$ cat src/rtl/sram16384x112_arbiter.sv
// Arbitrates the single-port 16384x112 frame SRAM between a write client and a read client.
// Writes win ties until MAXWRBURST consecutive writes have starved a pending read.
module sram16384x112_arbiter #(
  parameter int ADDRESSSIZE = 14,
  parameter int WORDSIZE    = 112,
  parameter int MAXWRBURST  = 4
) (
  input  logic                   iClk,
  input  logic                   iReset,
  input  logic                   iWrReq,
  input  logic [ADDRESSSIZE-1:0] iWrAddr,
  input  logic [WORDSIZE-1:0]    iWrData,
  output logic                   oWrAck,
  input  logic                   iRdReq,
  input  logic [ADDRESSSIZE-1:0] iRdAddr,
  output logic                   oRdAck,
  output logic                   oRdValid,
  output logic [WORDSIZE-1:0]    oRdData,
  output logic                   oNCE,
  output logic                   oNWRT,
  output logic [ADDRESSSIZE-2:0] oRA,
  output logic                   oCA,
  output logic [WORDSIZE-1:0]    oDIN,
  input  logic [WORDSIZE-1:0]    iDO
);

  typedef enum logic [1:0] {
    GNT_IDLE,
    GNT_WR,
    GNT_RD
  } grant_t;

  localparam logic [3:0] MAX_CNT = 4'(MAXWRBURST);

  grant_t     grant;
  logic [3:0] wrcnt;
  logic [1:0] rd_pipe;

  always_comb begin
    grant = GNT_IDLE;
    if (iReset) begin
      if (iWrReq && (!iRdReq || (wrcnt < MAX_CNT)))
        grant = GNT_WR;
      else if (iRdReq)
        grant = GNT_RD;
    end
  end

  assign oWrAck   = (grant == GNT_WR);
  assign oRdAck   = (grant == GNT_RD);
  assign oRdValid = rd_pipe[1];
  assign oRdData  = iDO;

  always_ff @(posedge iClk or negedge iReset) begin
    if (!iReset) begin
      oNCE    <= 1'b1;
      oNWRT   <= 1'b1;
      oRA     <= '0;
      oCA     <= 1'b0;
      oDIN    <= '0;
      rd_pipe <= '0;
      wrcnt   <= '0;
    end else begin
      case (grant)
        GNT_WR: begin
          oNCE       <= 1'b0;
          oNWRT      <= 1'b0;
          {oRA, oCA} <= iWrAddr;
          oDIN       <= iWrData;
        end
        GNT_RD: begin
          oNCE       <= 1'b0;
          oNWRT      <= 1'b1;
          {oRA, oCA} <= iRdAddr;
        end
        default: begin
          oNCE  <= 1'b1;
          oNWRT <= 1'b1;
        end
      endcase

      // SRAM registers Q one edge after the command, so data lands two cycles after the grant
      rd_pipe <= {rd_pipe[0], (grant == GNT_RD)};

      // The counter only measures a streak of writes that actually kept a read waiting
      if (!iRdReq || (grant == GNT_RD))
        wrcnt <= '0;
      else if ((grant == GNT_WR) && (wrcnt < MAX_CNT))
        wrcnt <= wrcnt + 4'd1;
    end
  end

endmodule
$ cat config.mk
export PLATFORM = sky130hd
export DESIGN_NAME = sram16384x112_arbiter
export DESIGN_NICKNAME = d
export VERILOG_FILES = /design/src/rtl/sram16384x112_arbiter.sv
export SDC_FILE = /design/constraint.sdc
export NUM_CORES = 1
export LEC_CHECK = 0
export BUFFER_PORTS_ARGS = -buffer_cell sky130_fd_sc_hd__buf_2
export CAP_MARGIN = 20
export CORE_AREA = 8 8 189 191
export CTS_BUF_LIST = sky130_fd_sc_hd__clkbuf_8
export DETAILED_ROUTE_END_ITERATION = 6
export DIE_AREA = 0 0 197 199
export PLACE_DENSITY = 0.43
export SLEW_MARGIN = 0
export SYNTH_ARGS = -nofsm -noshare
export SYNTH_HDL_FRONTEND = slang
export SYNTH_SLANG_ARGS = --single-unit
$ cat constraint.sdc
create_clock -name iClk -period 5.3 [get_ports iClk]
set_input_delay 0.795 -clock iClk [delete_from_list [all_inputs] [get_ports iClk]]
set_output_delay 0.795 -clock iClk [all_outputs]
set_load 0.05 [all_outputs]
==> impl_results.html <==
<table>
<tr><th>Metric</th><th>Value</th></tr>
<tr><th colspan="2">Status</th></tr>
<tr><td>Run status</td><td>complete, no violations</td></tr>
<tr><th colspan="2">Global route</th></tr>
<tr><td>GRT Residual Overflow</td><td>0</td></tr>
<tr><td>Global-route wire length before repair</td><td>26200 um</td></tr>
<tr><td>Largest net degree at the start of global routing</td><td>68</td></tr>
<tr><td>Initial antenna violation count</td><td>0</td></tr>
<tr><td>Via count of the first global-routing pass</td><td>4245</td></tr>
<tr><td>GRT Util Overall</td><td>8.85%</td></tr>
<tr><th colspan="2">STA</th></tr>
<tr><td>Slew at the pin closest to its max-slew limit</td><td>775 ps</td></tr>
<tr><td>Final Critical Period</td><td>3350 ps</td></tr>
<tr><td>Final Hold Fails</td><td>0</td></tr>
<tr><td>Total negative slack for setup checks</td><td>0 ps</td></tr>
<tr><td>Final setup skew</td><td>17.0 ps</td></tr>
<tr><td>Final critical-path share of the clock period</td><td>63.2%</td></tr>
<tr><td>Number of pins with negative max-slew slack in the final report</td><td>0</td></tr>
<tr><td>Unrepaired setup endpoints after global routing</td><td>false</td></tr>
<tr><td>Final worst slack</td><td>1950 ps</td></tr>
<tr><td>Final count of negative-setup-slack endpoints</td><td>0</td></tr>
<tr><td>Final worst hold slack</td><td>261 ps</td></tr>
<tr><td>Max_slew headroom</td><td>48.4%</td></tr>
<tr><td>Fmax</td><td>0.299 GHz</td></tr>
<tr><th colspan="2">Clock tree</th></tr>
<tr><td>Worst-path clk slew</td><td>80 ps</td></tr>
<tr><td>Number of instances resized during post-cts repair</td><td>0</td></tr>
<tr><td>CTS max path bufs</td><td>2</td></tr>
<tr><td>CTS tree</td><td>yes</td></tr>
<tr><td>Source-to-sink clock delay at the later pin of the worst-skew pair</td><td>470 ps</td></tr>
<tr><td>Number of buffers inserted to repair setup after CTS</td><td>0</td></tr>
<tr><td>Clock tree sinks</td><td>134</td></tr>
<tr><td>Deepest level of the CTS H-tree</td><td>4</td></tr>
<tr><td>CTS root buffer</td><td>sky130_fd_sc_hd__clkbuf_8</td></tr>
<tr><td>Post-CTS Hold Buffers</td><td>0</td></tr>
<tr><td>CTS buffer count</td><td>17</td></tr>
<tr><th colspan="2">Yosys</th></tr>
<tr><td>Cell Area, Synth</td><td>6210 um^2</td></tr>
<tr><td>Syn nets</td><td>701</td></tr>
<tr><td>Number of flip-flops and latches in the synthesized netlist</td><td>134</td></tr>
<tr><td>Mean Syn Cell Area</td><td>14.0 um^2</td></tr>
<tr><td>Number of enable flip-flop cells after synthesis</td><td>0</td></tr>
<tr><td>Dominant synthesized flop cell</td><td>sky130_fd_sc_hd__dfrtp_1</td></tr>
<tr><td>Number of distinct library cell variants in the gate-level netlist after synthesis</td><td>22</td></tr>
<tr><td>Count of warnings emitted by yosys</td><td>0</td></tr>
<tr><td>Share of synthesized area occupied by flip-flops and latches</td><td>54.0%</td></tr>
<tr><td>Fraction of synthesis flops using an asynchronous set or reset pin</td><td>100%</td></tr>
<tr><td>Number of instances in the synthesized netlist</td><td>442</td></tr>
<tr><th colspan="2">Pwr</th></tr>
<tr><td>Cell Pwr Density</td><td>437 nW/um^2</td></tr>
<tr><td>VDD IR-drop max</td><td>0.000142 V</td></tr>
<tr><td>P_leak</td><td>3.67 nW</td></tr>
<tr><th colspan="2">Worst setup path</th></tr>
<tr><td>Worst-path fanout max</td><td>52</td></tr>
<tr><td>Crit path capture type</td><td>primary output</td></tr>
<tr><td>CP startpoint kind</td><td>input pin</td></tr>
<tr><td>Critical path, cell by cell</td><td>buf_6 &gt; and3_1 &gt; ha_4 &gt; buf_2</td></tr>
<tr><td>Delay of the slowest cell on the worst path</td><td>610 ps</td></tr>
<tr><td>Worst EP arrival</td><td>2550 ps</td></tr>
<tr><td>Data required time of the worst path</td><td>4510 ps</td></tr>
<tr><td>Critical path's slowest cell</td><td>sky130_fd_sc_hd__ha_4</td></tr>
<tr><td>Startpoint-to-endpoint class of the critical path</td><td>in -&gt; out</td></tr>
<tr><th colspan="2">Finish</th></tr>
<tr><td>Synthesis-to-finish area growth</td><td>22.8%</td></tr>
<tr><td>Proportion of layout cells with a drive suffix above 1</td><td>68.3%</td></tr>
<tr><td>Final design area excluding fillers</td><td>7630 um^2</td></tr>
<tr><td>Inserted Diodes</td><td>0</td></tr>
<tr><td>NumNets Final</td><td>868</td></tr>
<tr><td>Utilization after layout</td><td>23.2%</td></tr>
<tr><th colspan="2">Place</th></tr>
<tr><td>Placement-stage worst setup slack</td><td>1830 ps</td></tr>
<tr><td>Routability congestion estimate from global placement</td><td>0.710</td></tr>
<tr><td>Placed Area</td><td>7220 um^2</td></tr>
<tr><td>IO buf count</td><td>274</td></tr>
<tr><td>Half-perimeter wire length after placement</td><td>13100 um</td></tr>
<tr><th colspan="2">Route</th></tr>
<tr><td>Initial DRC Count</td><td>67</td></tr>
<tr><td>Post-detailed-routing wire length</td><td>17700 um</td></tr>
<tr><td>Routed Antenna Nets</td><td>0</td></tr>
<tr><td>Detailed-route wire length per cell</td><td>16.5 um</td></tr>
<tr><td>DRC violation count after routing</td><td>0</td></tr>
<tr><td>Via density per instance</td><td>3.58</td></tr>
<tr><td>Vias</td><td>3830</td></tr>
<tr><td>Number of search-and-repair iterations in the first detailed-routing pass</td><td>4</td></tr>
<tr><th colspan="2">Floorplan</th></tr>
<tr><td>Number of rows created at floorplan</td><td>67</td></tr>
<tr><td>Chip width</td><td>197 um</td></tr>
<tr><td>Initial core utilization</td><td>18.9%</td></tr>
<tr><td>Die height</td><td>199 um</td></tr>
<tr><td>Area of the core region</td><td>32900 um^2</td></tr>
<tr><td>I/O pins</td><td>499</td></tr>
<tr><td>Die ar.</td><td>39200 um^2</td></tr>
<tr><th colspan="2">Flow run</th></tr>
<tr><td>Max Cap Violations</td><td>0</td></tr>
<tr><th colspan="2">Worst hold path</th></tr>
<tr><td>Hold WC Path Type</td><td>in -&gt; async</td></tr>
</table>
-- per-layer routing --
metal | vias up | share of wire, % | global-route usage, %
met5 | - | 0 | 0
met4 | 0 | 2.5 | 4.24
met3 | 40 | 13 | 5.89
met2 | 280 | 43 | 12.3
met1 | 1801 | 41 | 10.3
li1 | 1709 | - | -
-- per-stage QoR --
stage	power [mW]	instances
2_1_floorplan	2.36	442
3_3_place_gp	2.46	1038
3_5_place_dp	2.47	1038
4_1_cts	3.41	1070
5_1_grt	3.51	1070
6_report	3.33	1070
-- cells by family after synthesis --
family | share of synthesized area, %
buffers and inverters | 15.9
multiplexers | 25.8
adder cells (fa/ha/maj) | 0.605
AO/OA/AOI/OAI | 1.49
flip-flops | 54.0
AND/OR/NAND/NOR | 2.14
-- worst paths after layout --
path | endpoint | depth (start not counted) | slack (ps) | from
min in group iClk | rd_pipe[1] | 0 | 360 | rd_pipe[0]
max reg2reg | wrcnt[1] | 6 | 2570 | wrcnt[2]
min | oDIN[62] | 1 | 260 | iReset
max in group asynchronous | oDIN[59] | 2 | 3880 | iReset
max | oWrAck | 4 | 1950 | iReset
min reg2reg | rd_pipe[1] | 0 | 360 | rd_pipe[0]
-- critical path, delay by kind of cell --
| family | cells | cell delay, ps |
|---|---|---|
| AND/OR/NAND/NOR | 1 | 280 |
| adder cells (fa/ha/maj) | 1 | 610 |
| buffers and inverters | 2 | 770 |
-- sequential cells by signal, indices dropped and copies added, names as in the netlist --
name	flops
oRA	13
rd_pipe	2
oDIN	112
oNCE	1
wrcnt	4
oNWRT	1
oCA	1
-- cells in the mapped netlist (2+ instances only) --
library cell               instances  share of area [%]
sky130_fd_sc_hd__a21oi_1           2               0.16
sky130_fd_sc_hd__buf_2             8               0.64
sky130_fd_sc_hd__buf_4           114                 14
sky130_fd_sc_hd__buf_6             7                1.3
sky130_fd_sc_hd__dfrtp_1         132                 53
sky130_fd_sc_hd__dfstp_2           2               0.85
sky130_fd_sc_hd__ha_1              3               0.60
sky130_fd_sc_hd__inv_1             3               0.18
sky130_fd_sc_hd__mux2_2           64                 12
sky130_fd_sc_hd__mux2_4           48                 12
sky130_fd_sc_hd__mux2i_1          16                2.6
sky130_fd_sc_hd__nand2_1          15               0.91
sky130_fd_sc_hd__nand3b_1          4               0.48
sky130_fd_sc_hd__nor2_1            2               0.12
sky130_fd_sc_hd__o21ai_0          15                1.2
-- power by group --
part | total, mW | switching [mW] | internal (mW) | leakage, nW
sequential | 1.27 | 0.0830 | 1.19 | 1.59
combinational | 1.15 | 0.826 | 0.328 | 1.87
clock | 0.902 | 0.472 | 0.430 | 0.205
-- area by class of cell --
class                           instances  area (um^2)
Sequential cell                       134         3360
Clock inverter                         15          170
Inverter                                3         11.3
Tap cell                              448          561
Clock buffer                           17          234
Fill cell                            3562        25200
Timing Repair Buffer                  278         1420
Multi-Input combinational cell        175         1880
-- placed cells by master (no fill, tap or decap), types with 2 or more instances in the layout --
master and n:
sky130_fd_sc_hd__dfrtp_1 132, sky130_fd_sc_hd__mux2_4 48, sky130_fd_sc_hd__dfstp_2 2, sky130_fd_sc_hd__buf_4 3, sky130_fd_sc_hd__a21oi_1 2, sky130_fd_sc_hd__nand3b_1 4, sky130_fd_sc_hd__inv_1 4, sky130_fd_sc_hd__mux2_2 64
sky130_fd_sc_hd__bufinv_16 2, sky130_fd_sc_hd__o21ai_0 15, sky130_fd_sc_hd__clkbuf_8 17, sky130_fd_sc_hd__nand2_1 15, sky130_fd_sc_hd__clkinv_4 5, sky130_fd_sc_hd__ha_1 2, sky130_fd_sc_hd__inv_6 5, sky130_fd_sc_hd__buf_2 273
sky130_fd_sc_hd__mux2i_1 16, sky130_fd_sc_hd__nor2_1 2
(Power assumes the default switching activity.)
